## config.mk

```make
export PLATFORM = sky130hd
export DESIGN_NAME = ram_loader
export DESIGN_NICKNAME = d
export VERILOG_FILES = /design/src/rtl/risc_v_mem_pkg.sv /design/src/rtl/ram_loader_byte_packer.sv /design/src/rtl/ram_loader.sv
export SDC_FILE = /design/constraint.sdc
export NUM_CORES = 1
export LEC_CHECK = 0
export ABC_AREA = 1
export CAP_MARGIN = 40
export CORE_AREA = 2 2 82 103
export CTS_CLUSTER_SIZE = 12
export DETAILED_ROUTE_END_ITERATION = 10
export DIE_AREA = 0 0 84 105
export HOLD_SLACK_MARGIN = 0.15
export PLACE_DENSITY = 0.85
export SLEW_MARGIN = 20
export SYNTH_ARGS = -nofsm -noshare
export SYNTH_HDL_FRONTEND = slang
export SYNTH_SLANG_ARGS = --single-unit
```

## constraint.sdc

```tcl
create_clock -name clk_i -period 1.8 [get_ports clk_i]
set_input_delay 0.54 -clock clk_i [delete_from_list [all_inputs] [get_ports clk_i]]
set_output_delay 0.54 -clock clk_i [all_outputs]
set_load 0.02 [all_outputs]
```

## src/rtl/risc_v_mem_pkg.sv

```systemverilog
// Shared constants for the instruction/data RAM and the types of its boot-time loader.
// The RAM read port and ram_loader both take their geometry from here.
package risc_v_mem_pkg;

  localparam int ADDR_W         = 9;
  localparam int DATA_W         = 32;
  localparam int LEN_W          = 10;
  localparam int BYTES_PER_WORD = DATA_W / 8;

  typedef enum logic [1:0] {
    IDLE,
    COLLECT,
    WRITE,
    DONE
  } loader_state_e;

endpackage

```

## src/rtl/ram_loader_byte_packer.sv

```systemverilog
// Packs a stream of bytes little-endian into RAM words.
// word_valid_o is raised in the same cycle that the final byte of a word is taken.
module byte_packer #(
  parameter int DATA_W = risc_v_mem_pkg::DATA_W
) (
  input  logic              clk_i,
  input  logic              rst_i,
  input  logic              clear_i,
  input  logic              take_i,
  input  logic [7:0]        byte_i,
  output logic [DATA_W-1:0] word_o,
  output logic              word_valid_o
);

  localparam int BYTES = DATA_W / 8;
  localparam int IDX_W = (BYTES > 1) ? $clog2(BYTES) : 1;
  localparam logic [IDX_W-1:0] LAST_IDX = IDX_W'(BYTES - 1);

  logic [IDX_W-1:0]  idx_q;
  logic [DATA_W-1:0] shift_q;

  // Each byte enters at the top, so once a word is complete byte 0 sits in bits [7:0].
  assign word_o       = {byte_i, shift_q[DATA_W-1:8]};
  assign word_valid_o = take_i && (idx_q == LAST_IDX);

  // NOTE: sequential state uses non-blocking assignments only, so every register
  // samples the values from before the edge no matter how the blocks are ordered.
  always_ff @(posedge clk_i) begin
    if (rst_i || clear_i) begin
      idx_q   <= '0;
      shift_q <= '0;
    end else if (take_i) begin
      shift_q <= word_o;
      idx_q   <= word_valid_o ? '0 : idx_q + IDX_W'(1);
    end
  end

endmodule

```

## src/rtl/ram_loader.sv

```systemverilog
// Fills the instruction/data RAM from a byte stream before the core leaves reset.
// It writes len words to consecutive addresses from 0, then pulses done_o.
module ram_loader #(
  parameter int ADDR_W = risc_v_mem_pkg::ADDR_W,
  parameter int DATA_W = risc_v_mem_pkg::DATA_W,
  parameter int LEN_W  = risc_v_mem_pkg::LEN_W
) (
  input  logic              clk_i,
  input  logic              rst_i,
  input  logic              start_i,
  input  logic [LEN_W-1:0]  len_i,
  input  logic [7:0]        byte_i,
  input  logic              byte_valid_i,
  output logic              byte_ready_o,
  output logic              WE_o,
  output logic [ADDR_W-1:0] A_o,
  output logic [DATA_W-1:0] WD_o,
  output logic              busy_o,
  output logic              done_o
);

  import risc_v_mem_pkg::*;

  localparam int unsigned MAX_WORDS = 2 ** ADDR_W;

  loader_state_e     state_q, state_d;
  logic [ADDR_W-1:0] idx_q;
  logic [ADDR_W-1:0] last_q;
  logic [ADDR_W-1:0] addr_q;
  logic [DATA_W-1:0] data_q;

  logic              take;
  logic              load_start;
  logic [DATA_W-1:0] word;
  logic              word_valid;
  logic [LEN_W-1:0]  len_clamped;
  logic [LEN_W-1:0]  last_full;

  byte_packer #(
    .DATA_W (DATA_W)
  ) u_packer (
    .clk_i        (clk_i),
    .rst_i        (rst_i),
    .clear_i      (load_start),
    .take_i       (take),
    .byte_i       (byte_i),
    .word_o       (word),
    .word_valid_o (word_valid)
  );

  // The stored value is the index of the final word, so a full 2**ADDR_W load
  // still fits the address width and the address can never wrap.
  assign len_clamped = (len_i > LEN_W'(MAX_WORDS)) ? LEN_W'(MAX_WORDS) : len_i;
  assign last_full   = len_clamped - LEN_W'(1);

  assign byte_ready_o = (state_q == COLLECT);
  assign take         = byte_ready_o && byte_valid_i;
  assign load_start   = (state_q == IDLE) && start_i;
  assign WE_o         = (state_q == WRITE);
  assign busy_o       = (state_q == COLLECT) || (state_q == WRITE);
  assign done_o       = (state_q == DONE);
  assign A_o          = addr_q;
  assign WD_o         = data_q;

  // NOTE: the state is only a handful of flops, so all of it is reset,
  // including the address/data holding registers that drive the RAM port.
  always_ff @(posedge clk_i) begin
    if (rst_i) begin
      state_q <= IDLE;
      idx_q   <= '0;
      last_q  <= '0;
      addr_q  <= '0;
      data_q  <= '0;
    end else begin
      state_q <= state_d;
      if (load_start) begin
        idx_q  <= '0;
        last_q <= last_full[ADDR_W-1:0];
      end
      if (word_valid) begin
        addr_q <= idx_q;
        data_q <= word;
      end
      if ((state_q == WRITE) && (idx_q != last_q)) begin
        idx_q <= idx_q + ADDR_W'(1);
      end
    end
  end

  // NOTE: next state gets a default before the case so no path leaves it
  // unassigned, which would otherwise infer a latch.
  always_comb begin
    state_d = state_q;
    case (state_q)
      IDLE:    if (start_i) state_d = (len_i == '0) ? DONE : COLLECT;
      COLLECT: if (word_valid) state_d = WRITE;
      WRITE:   state_d = (idx_q == last_q) ? DONE : COLLECT;
      DONE:    state_d = IDLE;
      default: state_d = IDLE;
    endcase
  end

endmodule

```

==> results summary, run 1 <==
The flow ran to the end, and the final reports show no timing, DRC or antenna violations. TritonCTS built the clock tree. The insertion delay of the later-clocked pin in the worst-skew pair came out at 0.35 ns. The number of distinct library cell variants in the gate-level netlist after synthesis came out at 30. Synthesis inferred 87 register bits. The total nets after synthesis is 487. The number of global-route vias before repair came out at 3360. The library cell used most frequently in the layout, excluding fill and tap cells, is sky130_fd_sc_hd__nand2_1. The shortest period the worst path allows is 1.73 ns. The chip height came out at 105 microns.

The count of buffers added on input and output ports is 66. In the global route stage, met1 resource usage came out at 0.220. STA classifies the critical path startpoint as an input pin. The number of placed I/O pins came out at 67. In this run the number of H-tree levels came out at 3. Setup violations remaining at the end of the flow were counted as 0. The core region is 7790 sq um. The storage element area is 1750 sq um.

For this design the ratio of total power to cell area is 1000 nW/um^2. The total of max-cap violations is 0. The min-delay analysis places its worst path in the category flop to flop. The largest individual stage delay along the critical path comes from the cell sky130_fd_sc_hd__clkdlybuf4s50_1. The number of antenna violations at the first check in global routing is 0. At the pin with the least slew margin, the transition time is 0.403 ns. The number of clock sinks is 87.

The arrival time reported for the critical path endpoint came out at 1.98 ns. The remaining antenna violation count after routing came out at 0. The count of pins over their slew limit came out at 0. Dividing the final minimum period by the clock period gives 0.962. After the first detailed-routing iteration, the DRC count stood at 214. Clock-pin slew was measured on the worst setup and hold paths at 0.08 ns. The cell count after synthesis is 457. The fmax is 577 MHz.

The horizontal die dimension came out at 84 microns. The number of vias per cell after detailed routing is 5.25. The synthesized netlist occupies a cell area of 3610 sq um. In the layout the commonest cells are sky130_fd_sc_hd__nand2_1, sky130_fd_sc_hd__dfxtp_1, sky130_fd_sc_hd__a21oi_1. The total grt overflow came out at 0. The diode insertion count for antenna repair is 0.

The relative slew slack is 0.730. During synthesis, Yosys emitted a total of 0 warnings. After detailed routing, the number of remaining DRC violations is 0.

By startpoint and endpoint, the worst setup path is classified as input pin to flop. Hold is met by 0.461 ns. The global-route met2 utilization is 0.402. The clock arrives with 0.0104 ns of skew. The total global routing track utilization is 0.208. The highest cell delay on the worst timing path is 0.48 ns.

Entering global routing, the biggest net connects 35 pins. For hold timing, the worst endpoint is WD_o[7]$_SDFFE_PP0P_. After global routing, the most crowded layer is met2.

The first TritonRoute pass finished after 5 iterations. The endpoint type of the worst setup path is a flop. The static leakage came out at 2.14 nW. A synthesized cell averages 7.89 sq um. The origin of the critical flop-to-flop path is state_q[0]$_SDFFE_PP0P_. The maximum number of buffers from clock root to sink is 2. The endpoint of the worst register-to-register path is WD_o[17]$_SDFFE_PP0P_. The hold path startpoint is u_packer.shift_q[15]$_SDFFE_PP0P_. The number of hold violations in the final report was 0. Data on the critical path is required at its endpoint by 2.05 ns.

The routability congestion estimate from global placement came out at 0.900. The first-pass GRT wire length is 15.0 mm. The clock root buffer is sky130_fd_sc_hd__clkbuf_8. The proportion of synthesized chip area in sequential cells is 0.483. The global-route track usage on met3 came out at 0.0395.

Walking the worst path, the cells encountered are clkdlybuf4s50_1, inv_1, nand2_2, o21bai_4, nand2_2, ha_4, nand3_4, nor2_4, nand3_1, nand2_1, nand3_1, nand2_1, inv_1. The final routed wire length divided by cell count is 14.1 microns. The HPWL after detailed placement came out at 6.49 mm. The register-to-register path setup slack is 0.11 ns. The logic depth of the worst register-to-register path came out at 10. The via count came out at 3426. The top fanout value on the critical path is 3. The effective utilization at floorplan is 0.463. The CTS buffer count came out at 9. The worst hold path stage count came out at 2. Counting the fill cells in the layout gives 671. The final layout contains routed wiring with a total length of 9.20 mm. The cell row count came out at 36. The multi-input combinational cell area came out at 1650 sq um.

The die outline area came out at 8820 sq um. The minimum setup slack in the final design came out at 0.0680 ns. OpenSTA, run right after detailed placement, puts the worst setup slack at -0.475 ns. The layout-stage area growth over the synthesis result is 34.8%. At the end of the flow, the number of nets in the layout was 585. The maximum vdd ir drop is 502 uV. The fraction of layout cells with a size suffix above 1 is 0.177.
==> cell usage after synthesis <==
cell	number	area, sq um
sky130_fd_sc_hd__nor2_1	29	109
sky130_fd_sc_hd__a22oi_2	1	12.5
sky130_fd_sc_hd__nor2_2	5	31.3
sky130_fd_sc_hd__xnor2_1	5	43.8
sky130_fd_sc_hd__nand4_1	3	18.8
sky130_fd_sc_hd__a211oi_1	16	120
sky130_fd_sc_hd__o21ai_0	35	175
sky130_fd_sc_hd__a21oi_1	68	340
sky130_fd_sc_hd__nor3_1	1	5.00
sky130_fd_sc_hd__buf_6	3	33.8
sky130_fd_sc_hd__inv_4	1	6.26
sky130_fd_sc_hd__o21bai_4	1	18.8
sky130_fd_sc_hd__o22ai_1	2	12.5
sky130_fd_sc_hd__a31oi_1	2	12.5
sky130_fd_sc_hd__a21boi_2	1	11.3
sky130_fd_sc_hd__o21ai_1	1	5.00
sky130_fd_sc_hd__nand2_2	3	18.8
sky130_fd_sc_hd__nand3_2	3	30.0
sky130_fd_sc_hd__clkbuf_1	11	41.3
sky130_fd_sc_hd__and2b_1	1	7.51
sky130_fd_sc_hd__nand3_1	25	125
sky130_fd_sc_hd__nand2_4	2	22.5
sky130_fd_sc_hd__ha_1	8	100
sky130_fd_sc_hd__nand2_1	89	334
sky130_fd_sc_hd__xor2_1	2	17.5
sky130_fd_sc_hd__inv_1	39	146
sky130_fd_sc_hd__o31ai_1	2	15.0
sky130_fd_sc_hd__buf_2	8	40.0
sky130_fd_sc_hd__dfxtp_1	87	1740
sky130_fd_sc_hd__inv_2	3	11.3
==> registers in the layout (all words and copies together), names as in the netlist <==
name / flops
A_o: 9
WD_o: 32
idx_q: 9
last_q: 9
state_q: 2
u_packer.idx_q: 2
u_packer.shift_q: 24
==> timing repair <==
action,in CTS,in global routing
buffers inserted,6,1
resized for setup,65,20
setup endpoints to repair,50,8
hold buffers,0,0
endpoints found under the hold margin,0,0
pin swaps,12,10
==> worst max-delay path by stage <==
stage	start	to	slack (ns)	depth (start not counted)
finish	len_i[2]	last_q[8]$_SDFFE_PP0P_	0.07	13
global route	len_i[4]	last_q[8]$_SDFFE_PP0P_	-0.008	13
CTS	len_i[1]	last_q[8]$_SDFFE_PP0P_	0.002	13
detailed placement	len_i[5]	last_q[6]$_SDFFE_PP0P_	-0.47	11
global placement	len_i[5]	last_q[6]$_SDFFE_PP0P_	-0.38	11
floorplan	len_i[5]	last_q[6]$_SDFFE_PP0P_	0.002	10
==> area by class of cell <==
cell class / count / area share
multi-input cells: 305 / 0.340
repair buffers: 109 / 0.202
inverters: 43 / 0.0337
clock inverters: 4 / 0.0149
well taps: 95 / 0.0245
clock buffers: 10 / 0.0263
flip-flops and latches: 87 / 0.359
==> logic make-up (layout without fill, tap and decap cells) <==
kind of cell,count (synthesis),in the layout,synth area share
XOR/XNOR,7,7,0.0170
AND/OR/NAND/NOR,161,161,0.195
AO/OA/AOI/OAI,129,129,0.200
buffers and inverters,65,166,0.0774
adder cells (fa/ha/maj),8,8,0.0277
flip-flops,87,87,0.483
==> worst max-delay path, delay by kind of cell <==
family,cells,cell delay (ns)
AND/OR/NAND/NOR,8,0.65
adder cells (fa/ha/maj),1,0.15
AO/OA/AOI/OAI,1,0.08
buffers and inverters,3,0.57
==> layer usage <==
| layer | share of wire | routed length (microns) |
|---|---|---|
| met3 | 0.037 | 343 |
| met5 | 0 | 0 |
| met1 | 0.39 | 3620 |
| met2 | 0.54 | 5010 |
| met4 | 0.025 | 229 |
==> power breakdown <==
part | internal [mW] | switching (mW) | total, mW
Combinational | 0.496 | 0.756 | 1.25
Clock | 0.765 | 0.653 | 1.42
Sequential | 2.10 | 0.109 | 2.20
==> metrics by stage <==
stage          power (mW)  utilization  cells  area, sq um  TNS (ns)
2_1_floorplan        3.01            -    457         3620         0
3_3_place_gp         3.44        0.592    632         4610     -2.41
3_5_place_dp         3.48        0.592    632         4610     -3.56
4_1_cts              4.85        0.616    652         4800         0
5_1_grt              5.12        0.624    653         4860  -0.00768
6_report             4.87        0.624    653         4860         0
(Power assumes the default switching activity.)
==> run 2, diff against run 1 <==
--- a/config.mk
+++ b/config.mk
@@ -9,8 +9,8 @@
 export CAP_MARGIN = 40
-export CORE_AREA = 2 2 82 103
+export CORE_AREA = 3 3 83 104
 export CTS_CLUSTER_SIZE = 12
 export DETAILED_ROUTE_END_ITERATION = 10
-export DIE_AREA = 0 0 84 105
+export DIE_AREA = 0 0 86 107
 export HOLD_SLACK_MARGIN = 0.15
-export PLACE_DENSITY = 0.85
+export PLACE_DENSITY = 0.83
 export SLEW_MARGIN = 20
==> constraint.sdc (replaced) <==
create_clock -name clk_i -period 1.8 [get_ports clk_i]
set_input_delay 0.27 -clock clk_i [delete_from_list [all_inputs] [get_ports clk_i]]
set_output_delay 0.27 -clock clk_i [all_outputs]
set_load 0.02 [all_outputs]
==> results summary, run 2 (synthesis results as in run 1) <==
The fraction of layout cells with a size suffix above 1 came out at 0.120. After detailed routing, the number of remaining DRC violations is 0. The reported net switching power is 1.48 mW. Routability-driven placement finished with a final weighted congestion of 0.881. After global routing the overflow that remains totals 0. The pin count of the biggest net entering global routing is 35. The first-pass GRT wire length is 14.8 mm. The number of vias per cell after detailed routing is 5.13.

The via count came out at 3276. Pin placement for this block handled 67 I/O pins. The worst setup path is captured at an output port.

The cell row count came out at 36. The flip-flop count of the largest register after layout is 32. The cell total after placement is 623. The number of optimization iterations in the first detailed-route pass came out at 4. The floorplan step defined a die boundary enclosing 9200 sq um. Summing all non-filler instances in the final layout gives an area of 4760 sq um.

The transition time of the tightest slew-check pin is 0.398 ns. Summed over all cells, the static leakage comes to 1.85 nW. The top cell types in the final layout, fill and taps aside, are sky130_fd_sc_hd__nand2_1, sky130_fd_sc_hd__dfxtp_1, sky130_fd_sc_hd__a21oi_1. The number of port buffers came out at 66. The layout-stage area growth over the synthesis result came out at 32.0%. The arrival time reported for the critical path endpoint came out at 1.39 ns.

Of all nets on the critical path, the largest fanout is 4. The share of total power dissipated in combinational logic is 0.234. The tree built by TritonCTS fans out to 87 sinks. The data required time at the worst endpoint is 1.53 ns. The relative contribution of sequential cells to total power came out at 0.447. Internal power comes to 3.45 mW. The maximum number of buffers from clock root to sink came out at 2.

The number of nets at the end of the flow came out at 569. The maximum level of the CTS H-tree came out at 3. The number of hold violations in the final report came out at 0.

Leaving out fill and tap cells, the most frequent cell in the layout is sky130_fd_sc_hd__nand2_1. The start-to-end type of the worst setup path is flop to output port. The shortest period the worst path allows is 1.66 ns. Once detail routing completed, the nets flagged for antenna violations numbered 0. Setup repair after global routing could not meet its margin everywhere.

The total of max-cap violations came out at 0. The final layout contains routed wiring with a total length of 8.82 mm. The total global routing track utilization is 0.201. IR analysis of the VDD net gives a maximum drop of 618 uV.

Dividing total power by cell area gives a power density of 1030 nW/um^2. The diode insertion count for antenna repair is 0. The HPWL after detailed placement is 6.51 mm. The relative slew slack is 0.733. At the end of the flow the core is filled with cells to 0.611. The final routed wire length divided by cell count came out at 13.8 microns.

The overall power is 4.93 mW. The final number of setup-violating endpoints came out at 0. The number of DRC markers in iteration 0 came out at 243. The CTS buffer count came out at 9. The number of antenna violations at the first check in global routing came out at 0. The final cell count without fillers is 638. STA classifies the critical path startpoint as a flop. The flow ran to the end, and the final reports show no timing, DRC or antenna violations. Of the total power, the clock network draws 0.319. The number of global-route vias before repair came out at 3213. The count of pins over their slew limit came out at 0. Dividing the final minimum period by the clock period gives 0.923. In this run the worst hold path is classified as flop to flop. The chip height is 107 microns. The horizontal die dimension came out at 86 microns. The fmax is 602 MHz.

The region available for standard cell placement spans 7790 sq um. For the worst-skew pair, the clock arrives at the later sink with an insertion delay of 0.35 ns. The post-detailed-placement cell area came out at 4520 sq um. Across all hold checks on the routed design, the worst slack comes to 0.465 ns. The switching power as a share of total power is 0.299. The clock root buffer is sky130_fd_sc_hd__clkbuf_8. For this configuration, the core starts out at a cell density of 0.463. The clock-pin slew of the registers on the worst-case setup and hold paths came out at 0.08 ns. Clock skew on the completed layout was measured at 0.00686 ns. The TritonCTS clock tree is done.
run 2: cell types whose count changed in the layout (fill, tap and decap cells not counted), moves of 3 or more:
cell                              before  now
sky130_fd_sc_hd__buf_2                 4    0
sky130_fd_sc_hd__clkdlybuf4s50_1      13   62
sky130_fd_sc_hd__inv_1                36   39
sky130_fd_sc_hd__inv_2                 6    3
sky130_fd_sc_hd__nand2_2               6    3
sky130_fd_sc_hd__nand2_1              86   89
sky130_fd_sc_hd__dlymetal6s2s_1        4    1
sky130_fd_sc_hd__dlygate4sd2_1        45    3
sky130_fd_sc_hd__buf_4                38   23
run 2: final timing paths:
| kind | startpoint | to | slack [ns] | cells past startpoint |
|---|---|---|---|---|
| worst max-delay path | state_q[1]$_SDFFE_PP0P_ | byte_ready_o | 0.14 | 3 |
| worst max register to register | state_q[1]$_SDFFE_PP0P_ | WD_o[25]$_SDFFE_PP0P_ | 0.15 | 9 |
| worst min register to register | WD_o[4]$_SDFFE_PP0P_ | WD_o[4]$_SDFFE_PP0P_ | 0.46 | 2 |
| worst min-delay path | WD_o[4]$_SDFFE_PP0P_ | WD_o[4]$_SDFFE_PP0P_ | 0.46 | 2 |
run 2: worst max-delay path, stage by stage (launching register included):
cell and delay [ns]:
sky130_fd_sc_hd__dfxtp_2 0.34, sky130_fd_sc_hd__inv_1 0.09, sky130_fd_sc_hd__ha_1 0.26, sky130_fd_sc_hd__dlygate4sd2_1 0.36
run 2: power groups by stage:
stage,registers [mW],logic (mW),clock network [mW]
CTS,2.20,1.16,1.59
finish,2.20,1.15,1.57
global route,2.22,1.29,1.68
floorplan,2.21,0.800,0
detailed placement,2.24,1.18,0
global placement,2.23,1.15,0
run 2: layer usage:
layer | up-vias | wire (microns) | track usage | share of wire
met5 | - | 0 | 0 | 0
met4 | 0 | 208 | 0.0724 | 0.024
met3 | 20 | 464 | 0.0477 | 0.053
met2 | 95 | 4640 | 0.363 | 0.53
met1 | 1487 | 3510 | 0.225 | 0.40
li1 | 1674 | - | - | -
run 2: area by class of cell:
cell class / instances / area (sq um)
well taps: 95 / 119
flip-flops and latches: 87 / 1740
clock inverters: 4 / 95.1
inverters: 43 / 164
repair buffers: 93 / 912
multi-input cells: 305 / 1600
fillers: 680 / 3030
clock buffers: 11 / 131
run 2: per-stage QoR:
| stage | setup slack (ns) | TNS, ns |
|---|---|---|
| finish | 0.139 | 0 |
| global route | -0.0190 | -0.0190 |
| CTS | 0.00940 | 0 |
| detailed placement | -0.320 | -1.11 |
| global placement | -0.205 | -0.565 |
| floorplan | 0.125 | 0 |
run 2: timing repair:
| item | in CTS | in global routing |
|---|---|---|
| buffers inserted | 0 | 0 |
| gates cloned | 0 | 0 |
| pin swaps | 0 | 1 |
| gates resized for setup | 3 | 8 |
| setup endpoints to repair | 3 | 8 |
| hold buffers | 0 | 0 |
